### src/rtl/bounce_monitor.sv
// Observer for a bouncing up/down counter: tracks direction, counts turning points
// and latches the first illegal step. Optional min/max tracking: BOUNCE_MON_MINMAX_EN.
module bounce_monitor #(
    parameter int unsigned W     = 4,
    parameter int unsigned CNT_W = 8
) (
    input  logic             clk,
    input  logic             rst,
    input  logic             clr,
    input  logic             d_valid,
    input  logic [W-1:0]     d_in,
    output logic             dir_up,
    output logic             top_turn,
    output logic             bot_turn,
    output logic [CNT_W-1:0] peak_cnt,
    output logic [CNT_W-1:0] vall_cnt,
    output logic             err,
    output logic [1:0]       err_code,
    output logic [W-1:0]     min_seen,
    output logic [W-1:0]     max_seen
);

    typedef enum logic [2:0] {
        ST_IDLE,
        ST_ARM,
        ST_UP,
        ST_DOWN,
        ST_ERROR
    } state_e;

    localparam logic [1:0]       EC_NONE  = 2'b00;
    localparam logic [1:0]       EC_STALL = 2'b01;
    localparam logic [1:0]       EC_JUMP  = 2'b10;
    localparam logic [1:0]       EC_WRAP  = 2'b11;
    localparam logic [W-1:0]     VAL_MAX  = '1;
    localparam logic [CNT_W-1:0] CNT_MAX  = '1;

    state_e             state_q, state_d;
    logic [W-1:0]       prev_q, prev_d;
    logic               dir_q, dir_d;
    logic               top_q, top_d;
    logic               bot_q, bot_d;
    logic [CNT_W-1:0]   peak_q, peak_d;
    logic [CNT_W-1:0]   vall_q, vall_d;
    logic               err_q, err_d;
    logic [1:0]         code_q, code_d;

    logic [W-1:0]       step_c;
    logic               wrap_c;
    logic               inc_c;
    logic               dec_c;
    logic [1:0]         bad_code_c;
    logic               bad_c;
    logic               take_c;

    // Step classification; a boundary wrap is illegal even though it is +/-1 mod 2^W
    always_comb begin
        step_c     = W'(d_in - prev_q);
        wrap_c     = ((prev_q == VAL_MAX) && (d_in == '0)) ||
                     ((prev_q == '0) && (d_in == VAL_MAX));
        inc_c      = (step_c == W'(1)) && !wrap_c;
        dec_c      = (step_c == VAL_MAX) && !wrap_c;
        bad_code_c = EC_NONE;
        if (wrap_c) begin
            bad_code_c = EC_WRAP;
        end else if (step_c == '0) begin
            bad_code_c = EC_STALL;
        end else if (!inc_c && !dec_c) begin
            bad_code_c = EC_JUMP;
        end
        bad_c  = (bad_code_c != EC_NONE);
        take_c = d_valid && (state_q != ST_ERROR);
    end

    // Next-state and registered-output computation
    always_comb begin
        state_d = state_q;
        prev_d  = prev_q;
        top_d   = 1'b0;
        bot_d   = 1'b0;
        peak_d  = peak_q;
        vall_d  = vall_q;
        err_d   = err_q;
        code_d  = code_q;

        if (clr) begin
            state_d = ST_IDLE;
            prev_d  = '0;
            peak_d  = '0;
            vall_d  = '0;
            err_d   = 1'b0;
            code_d  = EC_NONE;
        end else if (take_c) begin
            prev_d = d_in;
            case (state_q)
                ST_IDLE: state_d = ST_ARM;
                ST_ARM: begin
                    if (bad_c)      state_d = ST_ERROR;
                    else if (inc_c) state_d = ST_UP;
                    else            state_d = ST_DOWN;
                end
                ST_UP: begin
                    if (bad_c) begin
                        state_d = ST_ERROR;
                    end else if (dec_c) begin
                        state_d = ST_DOWN;
                        top_d   = 1'b1;
                        peak_d  = (peak_q == CNT_MAX) ? peak_q : peak_q + CNT_W'(1);
                    end
                end
                ST_DOWN: begin
                    if (bad_c) begin
                        state_d = ST_ERROR;
                    end else if (inc_c) begin
                        state_d = ST_UP;
                        bot_d   = 1'b1;
                        vall_d  = (vall_q == CNT_MAX) ? vall_q : vall_q + CNT_W'(1);
                    end
                end
                default: state_d = ST_IDLE;
            endcase
            // Only the first error is recorded; ERROR holds until rst/clr
            if ((state_d == ST_ERROR) && !err_q) begin
                err_d  = 1'b1;
                code_d = bad_code_c;
            end
        end

        dir_d = (state_d == ST_UP);
    end

    always_ff @(posedge clk) begin
        if (rst) begin
            state_q <= ST_IDLE;
            prev_q  <= '0;
            dir_q   <= 1'b0;
            top_q   <= 1'b0;
            bot_q   <= 1'b0;
            peak_q  <= '0;
            vall_q  <= '0;
            err_q   <= 1'b0;
            code_q  <= EC_NONE;
        end else begin
            state_q <= state_d;
            prev_q  <= prev_d;
            dir_q   <= dir_d;
            top_q   <= top_d;
            bot_q   <= bot_d;
            peak_q  <= peak_d;
            vall_q  <= vall_d;
            err_q   <= err_d;
            code_q  <= code_d;
        end
    end

    assign dir_up   = dir_q;
    assign top_turn = top_q;
    assign bot_turn = bot_q;
    assign peak_cnt = peak_q;
    assign vall_cnt = vall_q;
    assign err      = err_q;
    assign err_code = code_q;

`ifdef BOUNCE_MON_MINMAX_EN
    logic [W-1:0] min_q, min_d;
    logic [W-1:0] max_q, max_d;

    // Extremes include the IDLE sample and the sample that triggers an error
    always_comb begin
        min_d = min_q;
        max_d = max_q;
        if (clr) begin
            min_d = VAL_MAX;
            max_d = '0;
        end else if (take_c) begin
            if (d_in < min_q) min_d = d_in;
            if (d_in > max_q) max_d = d_in;
        end
    end

    always_ff @(posedge clk) begin
        if (rst) begin
            min_q <= VAL_MAX;
            max_q <= '0;
        end else begin
            min_q <= min_d;
            max_q <= max_d;
        end
    end

    assign min_seen = min_q;
    assign max_seen = max_q;
`else
    assign min_seen = '0;
    assign max_seen = '0;
`endif

endmodule

### config.mk
export PLATFORM = sky130hd
export DESIGN_NAME = bounce_monitor
export DESIGN_NICKNAME = d
export VERILOG_FILES = /design/src/rtl/bounce_monitor.sv
export SDC_FILE = /design/constraint.sdc
export NUM_CORES = 1
export LEC_CHECK = 0
export ABC_AREA = 1
export BUFFER_PORTS_ARGS = -buffer_cell sky130_fd_sc_hd__buf_2
export CORE_ASPECT_RATIO = 0.8
export CORE_MARGIN = 10
export CORE_UTILIZATION = 49
export DETAILED_ROUTE_END_ITERATION = 12
export MAX_ROUTING_LAYER = met4
export PLACE_DENSITY = 0.76
export SETUP_SLACK_MARGIN = 0.2
export SLEW_MARGIN = 20
export SYNTH_ARGS = -nofsm -noshare
export SYNTH_HDL_FRONTEND = slang
export SYNTH_SLANG_ARGS = --single-unit
### constraint.sdc
create_clock -name clk -period 2.3 [get_ports clk]
set_clock_uncertainty 0.05 [all_clocks]
set_input_delay 0.46 -clock clk [delete_from_list [all_inputs] [get_ports clk]]
set_output_delay 0.46 -clock clk [all_outputs]
set_load 0.01 [all_outputs]
; Word-level counts from Yosys, hierarchy flattened
; Cells that the tools add are included.
[totals]
reg_bits = 29
wordCells = 69
[op_classes]
n_eq_ne = 12
n_bitwise = 6
n_reduce_logical = 23
mux = 16
n_addsub = 3
[op_table]
columns = op, n
row1 = $mux 3, 9
row2 = $add 8x1->8 const B, 2
row3 = $eq 8x8->1 const B, 2
row4 = $eq 4x4->1 const B, 3
row5 = $logic_not 4->1, 3
row6 = $pmux 3 s4, 1
row7 = $reduce_and 5->1, 2
row8 = $reduce_or 5->1, 2
row9 = $eq 3x2->1 const B, 3
row10 = $logic_and 1x1->1, 7
row11 = $mux 2, 3
row12 = $not 1->1, 6
row13 = $eq 4x1->1 const B, 1
row14 = $logic_not 1->1, 4
row15 = $sub 4x4->4, 1
row16 = $eq 3x1->1 const B, 1
row17 = $eq 3x3->1 const B, 1
row18 = $logic_not 3->1, 1
row19 = $mux 1, 3
row20 = $ne 3x3->1 const B, 1
row21 = $reduce_and 2->1, 1
row22 = $reduce_bool 2->1, 1
row23 = $reduce_or 2->1, 1
row24 = $logic_or 1x1->1, 1

; Logic depth before layout (Yosys ltp)
; Gate-level depths: netlist (run 1).
[depth]
ltp_word = 18
mapped_depth = 15
ltp_nobuf = 15

; Worst setup path before layout (run 1)
; OpenSTA, ideal clock, no wires.
[synth_path]
kind = input -> register
from = in d_in[0]
to = reg peak_q[6], in the netlist peak_cnt[6]
stages = 15
setup_slack_ns = -0.015
setup_time_ns = 0.113
arrival_ns = 2.152
path_cell_list = inv_1 -> ha_1 -> fa_1 -> inv_1 -> nand2_1 -> nor2_2 -> nand3_1 -> nor2_2 -> nand2_2 -> nor2_8 -> nand2_4 -> nor2_2 -> nand2_1 -> nand2_1 -> nor2_1
[synth_between]
elab_chain_len = 13
elab_cells_between_ends = 21
[synth_rtl]
columns = item, line_no
row1 = start: declaration, 11  ; input logic [W-1:0] d_in,
row2 = branches (longest 12 deep; another with $sub 4x4->4), --
row3 = $reduce_and 5->1 (no source line) *, --
row4 = end signal: assignment, 149  ; peak_q <= peak_d;
row5 = end: declaration, 43  ; logic [CNT_W-1:0] peak_q, peak_d;
; Every way passes the cells marked *.
; A chain may end at the register's enable or synchronous reset.

; Worst setup path in the final report (run 1)
[layout_path]
from = reg prev_q[0]
to = reg peak_q[3], in the netlist peak_cnt[3]
[layout_between]
elab_chain_len = 13
elab_cells_between_ends = 21
[layout_rtl]
columns = item, line_no
row1 = start: declaration, 39  ; logic [W-1:0] prev_q, prev_d;
row2 = start signal: assignment, 145  ; prev_q <= prev_d;
row3 = branches (longest 12 deep; another with $sub 4x4->4), --
row4 = $reduce_and 5->1 (no source line) *, --
; Marked as above.

==> impl_metrics.tcl, run 1 <==
set metrics [dict create \
    final_cell_mix "nand2_1, nor2_1, inv_1, buf_2, dfxtp_1" \
    clk-insertion-delay-late_ns 0.28 \
    leakage_nw 1.06 \
    finalMaxSlewViolations 0 \
    p_seq_share_pct 47.5 \
    clk_path_buf_depth 2 \
    grt_max_degree 21 \
    place_congestion 0.886 \
    grt_pass1_wl_um 6920 \
    yosysWarnings 0 \
    drtPass1Iterations 4 \
    fp-row-count 19 \
    min_path_type "input port to register" \
    syn_area_per_cell_um2 6.84 \
    die_area_um2 6440 \
    rsz0062_at_grt "yes" \
    drive_gt1_share_pct 30.7 \
    timing.final.crit_share_pct 93.9 \
    core_um2 3450 \
    hold_path_end "state_q[0]$_SDFF_PP0_" \
    dp_slack_ns -0.296 \
    first_global_vias 1537 \
    status "completed" \
    cts_buffers 5 \
    place_inst 337 \
    fin_ws_ns 0.140 \
    intPower_w 0.000788 \
    path_delay_family "simple AND/OR/NAND/NOR gates" \
    met1_usage_pct 17.3 \
    path_buf_inv 1 \
    layout_commonest_cell "nand2_1" \
    clkPwrFrac_pct 36.6 \
    diodes 0 \
    ant_nets 0 \
    p_sw_w 0.000293 \
    root_buffer "clkbuf_8" \
    finalCriticalPeriod_ns 2.16 \
    cp_cell_sequence "ha_4 -> fa_2 -> xor2_1 -> nor2_2 -> nand3_1 -> nor2_2 -> nand2_2 -> nor2_8 -> nand2_8 -> buf_4 -> nand2_2 -> a21oi_1" \
    setup_violations 0 \
    wl_per_cell_um 12.0 \
    switching_share_pct 27.1 \
    nFillCells 306 \
    power.density_nw_per_um2 483 \
    track_usage_pct 13.6 \
    grt_util_met3_pct 5.30 \
    slowest_stage "fa_2" \
    nets 322 \
    htreeDepth 2 \
    seq_area_um2 586 \
    max_cap_viol_count 0 \
    ios 38 \
    drt-total-wl_um 4220 \
    ys_seq_elements 29 \
    r2r_slack_ns 0.14 \
    hold_start "rst" \
    synth_cells 259 \
    arrival_ns 2.27 \
    use_met2_pct 19.4 \
    pwr-share-comb_pct 15.8 \
    die_w_um 87.2 \
    p_total_w 0.00108 \
    viasPerCell 5.06 \
    area_growth_pct 26.3 \
    multiInputGateArea_um2 1080 \
    ir_drop_mv 0.334 \
    die_h_um 73.8 \
    cp-start-kind "register" \
    required_ns 2.41 \
    antenna_found_initial 0 \
    ys_seq_area_share_pct 32.8 \
    netlist_area_um2 1770 \
    dpl.hpwl_um 3110 \
    cts_tree "built" \
    start_util_pct 51.4 \
    drt-initial-drc-count 81 \
    clkSinkCount 29 \
    vias 1776 \
    end_kind "register" \
    grt-busiest-layer "met2" \
    crit_type "register to register" \
    drcViolationCount 0 \
    overflow 0 \
    cp_max_fo 7 \
    whs_path_depth 2 \
    regToRegEndpoint "peak_cnt[3]$_SDFFE_PP0P_" \
    portBuffers 29 \
    clk_pin_slew_ns 0.06 \
    r2r_cells 12 \
    rr_startpoint "prev_q[0]$_SDFFE_PP0P_" \
    cpPeakStageDelay_ns 0.37 \
    hold_viol_final 0 \
    fmax_mhz 463 \
    fin_cells 351 \
    synth.distinct_cells 32 \
]
## repair_timing
item / in CTS / in global routing
setup endpoints to repair: 12 / 22
resized for setup: 8 / 14
pin swaps: 12 / 5
gates cloned: 0 / 0
hold buffers: 0 / 0
buffers inserted: 3 / 3
## stage by stage
stage | TNS (ns) | utilization, % | hold WS [ns] | instance area [µm²]
6_report | 0 | 64.9 | 0.324 | 2240
2_1_floorplan | -0.0132 | - | 0.400 | 1830
3_3_place_gp | -1.88 | 58.7 | 0.420 | 2020
5_1_grt | -0.0198 | 64.9 | 0.337 | 2240
4_1_cts | 0 | 62.4 | 0.315 | 2150
3_5_place_dp | -3.07 | 58.7 | 0.421 | 2020
## worst max path at each step
stage | slack (ns) | end | cells after the start | startpoint
CTS | 0.16 | peak_cnt[6]$_SDFFE_PP0P_ | 14 | prev_q[0]$_SDFFE_PP0P_
finish | 0.14 | peak_cnt[3]$_SDFFE_PP0P_ | 12 | prev_q[0]$_SDFFE_PP0P_
detailed placement | -0.30 | peak_cnt[6]$_SDFFE_PP0P_ | 15 | d_in[0]
global route | -0.02 | peak_cnt[4]$_SDFFE_PP0P_ | 13 | prev_q[0]$_SDFFE_PP0P_
global placement | -0.20 | peak_cnt[6]$_SDFFE_PP0P_ | 15 | d_in[0]
floorplan | -0.01 | peak_cnt[6]$_SDFFE_PP0P_ | 14 | d_in[0]
## state kept, by name, summed over array words and instances, names as in the netlist
name      cells
bot_turn      1
dir_up        1
err           1
err_code      2
peak_cnt      8
prev_q        4
state_q       3
top_turn      1
vall_cnt      8
## per-layer routing
metal / vias to the layer above / share of wire (%)
met5: - / 0
met4: 0 / 0.45
met3: 2 / 8.5
met2: 57 / 44
met1: 796 / 47
li1: 921 / -
## cell families after synthesis
family / share of synthesized area, %
other: 0.212
AOI/OAI and AO/OA: 8.69
DFF: 32.8
xor gates and xnor gates: 1.98
buffers and inverters: 12.3
adders and majority gates: 4.66
and+or+nand+nor: 39.4
## power by group through the flow
| stage | sequential, W | combinational (W) | clock [W] |
|---|---|---|---|
| 4_1_cts | 0.000513 | 0.000153 | 0.000408 |
| 2_1_floorplan | 0.000524 | 0.000118 | 0 |
| 3_3_place_gp | 0.000525 | 0.000145 | 0 |
| 6_report | 0.000514 | 0.000171 | 0.000396 |
| 3_5_place_dp | 0.000525 | 0.000147 | 0 |
| 5_1_grt | 0.000514 | 0.000192 | 0.000422 |
## Yosys cell counts
| library cell | n | area share (%) |
|---|---|---|
| nor3_1 | 6 | 1.7 |
| fa_1 | 1 | 1.1 |
| nand2_1 | 51 | 11 |
| nor2_1 | 34 | 7.2 |
| nand3_1 | 18 | 5.1 |
| xnor2_1 | 2 | 0.99 |
| buf_6 | 1 | 0.64 |
| dfxtp_1 | 29 | 33 |
| conb_1 | 1 | 0.21 |
| nand2_4 | 2 | 1.3 |
| inv_2 | 6 | 1.3 |
| nor3b_1 | 1 | 0.42 |
| nand3_2 | 1 | 0.56 |
| nor2_4 | 1 | 0.64 |
| a31oi_1 | 2 | 0.71 |
| nor4_1 | 1 | 0.35 |
| xor2_1 | 2 | 0.99 |
| nand4_1 | 12 | 4.2 |
| buf_4 | 9 | 3.8 |
| nand3b_2 | 1 | 0.64 |
| inv_1 | 30 | 6.4 |
| nand3b_1 | 1 | 0.42 |
| nor2_2 | 8 | 2.8 |
| a21oi_1 | 14 | 4.0 |
| nand2_2 | 6 | 2.1 |
| ha_1 | 5 | 3.5 |
| o21ai_0 | 5 | 1.4 |
| o21ai_2 | 1 | 0.49 |
| nor2_8 | 1 | 1.1 |
| clkbuf_1 | 1 | 0.21 |
| a21oi_2 | 2 | 0.99 |
| o21ai_1 | 4 | 1.1 |
## area by class of cell
type / instances / area share, %
flip-flops and latches: 29 / 26.2
repair buffers: 46 / 12.8
multi-input cells: 190 / 48.5
well taps: 42 / 2.35
inverters: 36 / 6.60
clock buffers: 8 / 3.58
No activity file was read; power rests on OpenSTA's default activity.
==> inputs of run 2 (changes only) <==
Settings changed: RECOVER_POWER set to 100.
==> run 2 against run 1 <==
Compared with the run above: sequential power is essentially flat; via count shrank 0.56%; register-to-register slack is essentially flat; worst hold slack gained 0.00074 ns; first-iteration DRC count grew 6.2%.
==> impl_metrics.tcl, run 2 (synthesis gave the netlist of run 1 again) <==
set metrics [dict create \
    portBuffers 29 \
    fmax_mhz 463 \
    area_growth_pct 23.3 \
    ir_drop_mv 0.338 \
    final_cell_mix "nand2_1, nor2_1, inv_1, dfxtp_1, clkbuf_1" \
    clk_pin_slew_ns 0.06 \
    layout_commonest_cell "nand2_1" \
    hold_viol_final 0 \
    ant_nets 0 \
    cp-start-kind "register" \
    end_kind "register" \
    drive_gt1_share_pct 21.4 \
    drtPass1Iterations 4 \
    fp-row-count 19 \
    required_ns 2.41 \
    drt-initial-drc-count 86 \
    cts_buffers 5 \
    crit_type "register to register" \
    viasPerCell 5.03 \
    dp_slack_ns -0.296 \
    overflow 0 \
    finalMaxSlewViolations 0 \
    start_util_pct 51.4 \
    vias 1766 \
    place_congestion 0.886 \
    rsz0062_at_grt "yes" \
    clk-insertion-delay-late_ns 0.28 \
    setup_violations 0 \
    fin_ws_ns 0.142 \
    holdBufCountCts 0 \
    leakage_nw 0.963 \
    clkSinkCount 29 \
    cts_tree "built" \
    drt-total-wl_um 4230 \
    power.density_nw_per_um2 492 \
    track_usage_pct 13.6 \
    status "completed" \
    finalCriticalPeriod_ns 2.16 \
    arrival_ns 2.27 \
    wl_per_cell_um 12.1 \
    core_um2 3450 \
    antenna_found_initial 0 \
    die_h_um 73.8 \
    dpl.hpwl_um 3110 \
    tns_ns 0 \
    nets 322 \
    holdWs_ns 0.325 \
    max_cap_viol_count 0 \
    finish.utilization_pct 63.4 \
    min_path_type "input port to register" \
    clk_path_buf_depth 2 \
    first_global_vias 1537 \
    die_w_um 87.2 \
    grt_pass1_wl_um 6920 \
    cp_max_fo 7 \
    p_total_w 0.00108 \
    grt_max_degree 21 \
    drcViolationCount 0 \
    nFillCells 323 \
    timing.final.crit_share_pct 93.8 \
    htreeDepth 2 \
    root_buffer "clkbuf_8" \
    ios 38 \
    die_area_um2 6440 \
    diodes 0 \
]
## run 2: cell types whose count changed in the layout (fill, tap and decap cells not counted)
cell | before | now
a21oi_2 | 3 | 1
clkbuf_4 | 0 | 1
nand2_2 | 10 | 8
nor2_1 | 33 | 34
nand3_2 | 1 | 0
buf_4 | 15 | 14
nor2_4 | 5 | 4
inv_2 | 7 | 6
nand2_1 | 47 | 49
a21oi_1 | 13 | 15
clkbuf_1 | 3 | 25
clkinv_1 | 0 | 1
buf_2 | 28 | 6
nand3_1 | 18 | 19
## run 2: layout make-up
class,instances,area (µm²),share of cell area (%)
inverters,36,148,6.76
repair buffers,46,259,11.9
clock buffers,8,80.1,3.67
multi-input cells,190,1060,48.5
flip-flops and latches,29,586,26.8
well taps,42,52.6,2.41
## run 2: timing repair
| item | in CTS | in global routing |
|---|---|---|
| gates resized for setup | 8 | 14 |
| endpoints found under the hold margin | 0 | 0 |
| endpoints found under the setup margin | 12 | 22 |
| gates cloned | 0 | 0 |
| pin swaps | 12 | 5 |
| setup buffers | 3 | 3 |
## run 2: worst max-delay path, cell delays in order (launching register included)
cell	delay, ns
dfxtp_4	0.35
ha_4	0.16
fa_2	0.37
xor2_1	0.19
nor2_2	0.11
nand3_1	0.09
nor2_2	0.13
nand2_2	0.11
nor2_8	0.15
nand2_8	0.09
buf_4	0.15
nand2_2	0.04
a21oi_1	0.05
## run 2: worst paths after layout
kind,start,end,slack (ns),cells after the start
min,rst,state_q[2]$_SDFF_PP0_,0.32,2
max reg2reg,prev_q[0]$_SDFFE_PP0P_,peak_cnt[3]$_SDFFE_PP0P_,0.14,12
max,prev_q[0]$_SDFFE_PP0P_,peak_cnt[3]$_SDFFE_PP0P_,0.14,12
min reg2reg,err$_SDFFE_PP0P_,err$_SDFFE_PP0P_,0.44,2
## run 2: metal layers
metal  share of wire, %  track usage [%]  vias up
met5                  0                -        -
met4               0.45             3.71        0
met3                9.8             5.30        2
met2                 44             19.4       60
met1                 46             17.3      785
li1                   -                -      919
## run 2: power by group
| part | leakage (nW) | switching, W | total [W] | internal [W] |
|---|---|---|---|---|
| registers | 0.235 | 0.00000565 | 0.000514 | 0.000508 |
| logic | 0.688 | 0.000102 | 0.000165 | 0.0000632 |
| clock network | 0.0395 | 0.000182 | 0.000397 | 0.000214 |
| total | 0.963 | 0.000290 | 0.00108 | 0.000785 |
## run 2: stage by stage
step,cell area [µm²],cells
final,2180,351
after floorplan,1830,266
after global placement,2020,337
after global routing,2180,351
after CTS,2150,348
after detailed placement,2020,337
==> inputs of run 3 (changes only) <==
Settings changed: CORE_UTILIZATION 49 to 45, PLACE_DENSITY 0.76 to 0.71.
==> run 3 against run 2 <==
Compared with the run above: setup slack improved by 0.021 ns; first-iteration DRC count decreased by 36%; via count decreased by 3.1%; flip-flop and latch count unchanged; fmax increased by 0.98%; routed wire length increased by 1.3%; count of clock-buffer cells in the layout decreased by 1; final area increased by 2.3%; sequential power about the same.
==> impl_metrics.tcl, run 3 (synthesis gave the netlist of run 1 again) <==
set metrics [dict create \
    layout_commonest_cell "nand2_1" \
    finalMaxSlewViolations 0 \
    r2r_cells 14 \
    pwr-share-comb_pct 16.1 \
    die_area_um2 6860 \
    first_global_vias 1589 \
    drt-total-wl_um 4290 \
    cp_common_cell "nand2_1" \
    finalCriticalPeriod_ns 2.14 \
    clk_pin_slew_ns 0.06 \
    finish.utilization_pct 58.8 \
    end_kind "register" \
    switching_share_pct 27.0 \
    r2r_slack_ns 0.16 \
    crit_type "register to register" \
    cp-start-kind "register" \
    rsz0062_at_grt "yes" \
    ir_drop_mv 0.303 \
    fin_ws_ns 0.163 \
    fp-row-count 20 \
    multiInputGateArea_um2 1080 \
    track_usage_pct 12.2 \
    antenna_found_initial 0 \
    drtPass1Iterations 4 \
    nets 324 \
    rr_startpoint "prev_q[0]$_SDFFE_PP0P_" \
    fmax_mhz 468 \
    cp_cell_sequence "ha_4 -> fa_2 -> inv_2 -> nand2_1 -> nor2_2 -> nand3_1 -> nor2_2 -> nand2_2 -> nor2_8 -> nand2_4 -> nor2_4 -> nand2_1 -> nand2_1 -> nor2_1" \
    ant_nets 0 \
    slew-limit-headroom_pct 59.3 \
    whs_path_depth 2 \
    drcViolationCount 0 \
    fin_area_um2 2230 \
    seq_area_um2 586 \
    leakage_nw 0.969 \
    holdBufCountCts 0 \
    cts_buffers 5 \
    drive_gt1_share_pct 22.9 \
    arrival_ns 2.27 \
    clkPwrFrac_pct 38.1 \
    dp_slack_ns -0.258 \
    p_seq_share_pct 45.8 \
    nFillCells 390 \
    required_ns 2.43 \
    grt_max_degree 15 \
    fin_cells 365 \
    place_area_um2 2070 \
    crit_start "prev_q[0]$_SDFFE_PP0P_" \
    cpPeakStageDelay_ns 0.43 \
    root_buffer "clkbuf_8" \
    slowest_stage "fa_2" \
    p_sw_w 0.000303 \
    overflow 0 \
    setup_violations 0 \
    grt_pass1_wl_um 6970 \
    min_path_type "input port to register" \
    vias 1712 \
    area_growth_pct 26.1 \
    place_inst 354 \
    wl_per_cell_um 11.8 \
    regToRegEndpoint "peak_cnt[4]$_SDFFE_PP0P_" \
    worstMarginPinSlew_ns 0.605 \
    max_cap_viol_count 0 \
    final_cell_mix "nand2_1, nor2_1, inv_1, dfxtp_1, clkbuf_1" \
    dpl.hpwl_um 3150 \
    diodes 0 \
    status "completed" \
    cts_tree "built" \
    intPower_w 0.000819 \
    clkSinkCount 29 \
    ios 38 \
    portBuffers 29 \
    die_w_um 90.2 \
    cp_max_fo 7 \
    tns_ns 0 \
    start_util_pct 46.6 \
    timing.final.crit_share_pct 92.9 \
    htreeDepth 2 \
    power.density_nw_per_um2 502 \
    hold_start "rst" \
    core_um2 3800 \
    die_h_um 76.1 \
    hold_viol_final 0 \
    hold_path_end "state_q[2]$_SDFF_PP0_" \
    clk-insertion-delay-late_ns 0.28 \
    viasPerCell 4.69 \
    drt-initial-drc-count 55 \
    place_congestion 0.843 \
    clk_path_buf_depth 2 \
]
## run 3: cell types whose count changed in the layout (fill, tap and decap cells not counted), moves of 2 or more
cell     delta
a21oi_1     -4
a21oi_2     +3
nand2_1     +2
nand2_2     -2
## run 3: per-stage QoR
step	power [W]	hold WS, ns
2_1_floorplan	0.000642	0.400
3_3_place_gp	0.000676	0.416
3_5_place_dp	0.000678	0.420
4_1_cts	0.00111	0.313
5_1_grt	0.00117	0.330
6_report	0.00112	0.320
## run 3: layer usage
metal	GRT usage, %	up-vias	wire (µm)
met4	3.81	0	50
met3	4.23	7	267
li1	-	922	-
met1	15.5	743	2040
met5	-	-	0
met2	17.7	40	1930
## run 3: layout make-up
cell class / instances / area share [%]
Multi-Input combinational cell: 190 / 48.4
Clock buffer: 7 / 3.86
Inverter: 36 / 6.61
Sequential cell: 29 / 26.2
Tap cell: 55 / 3.08
Timing Repair Buffer: 48 / 11.8
## run 3: worst max path at each step
stage / slack [ns] / endpoint / cells past startpoint
CTS: 0.18 / peak_cnt[6]$_SDFFE_PP0P_ / 14
floorplan: -0.01 / peak_cnt[6]$_SDFFE_PP0P_ / 14
global route: -0.007 / dir_up$_SDFF_PP0_ / 14
finish: 0.16 / peak_cnt[4]$_SDFFE_PP0P_ / 14
detailed placement: -0.26 / peak_cnt[6]$_SDFFE_PP0P_ / 16
global placement: -0.21 / peak_cnt[6]$_SDFFE_PP0P_ / 15
## run 3: timing repair
item,4_1_cts,5_1_grt
buffers inserted,2,2
pin swaps,10,16
hold endpoints to repair,0,0
gates resized for setup,7,17
endpoints found under the setup margin,19,21
## run 3: power groups by stage
stage / sequential, W / clock [W] / combinational [W]
2_1_floorplan: 0.000524 / 0 / 0.000118
3_3_place_gp: 0.000525 / 0 / 0.000151
3_5_place_dp: 0.000525 / 0 / 0.000153
4_1_cts: 0.000514 / 0.000437 / 0.000161
5_1_grt: 0.000514 / 0.000458 / 0.000202
6_report: 0.000514 / 0.000427 / 0.000181
## run 3: critical path: cells and delay by family (launching register included)
family                   cells  cell delay, ns
flip-flops                   1            0.35
adder cells (fa/ha/maj)      2            0.56
buffers and inverters        1            0.09
AND/OR/NAND/NOR             11            0.98
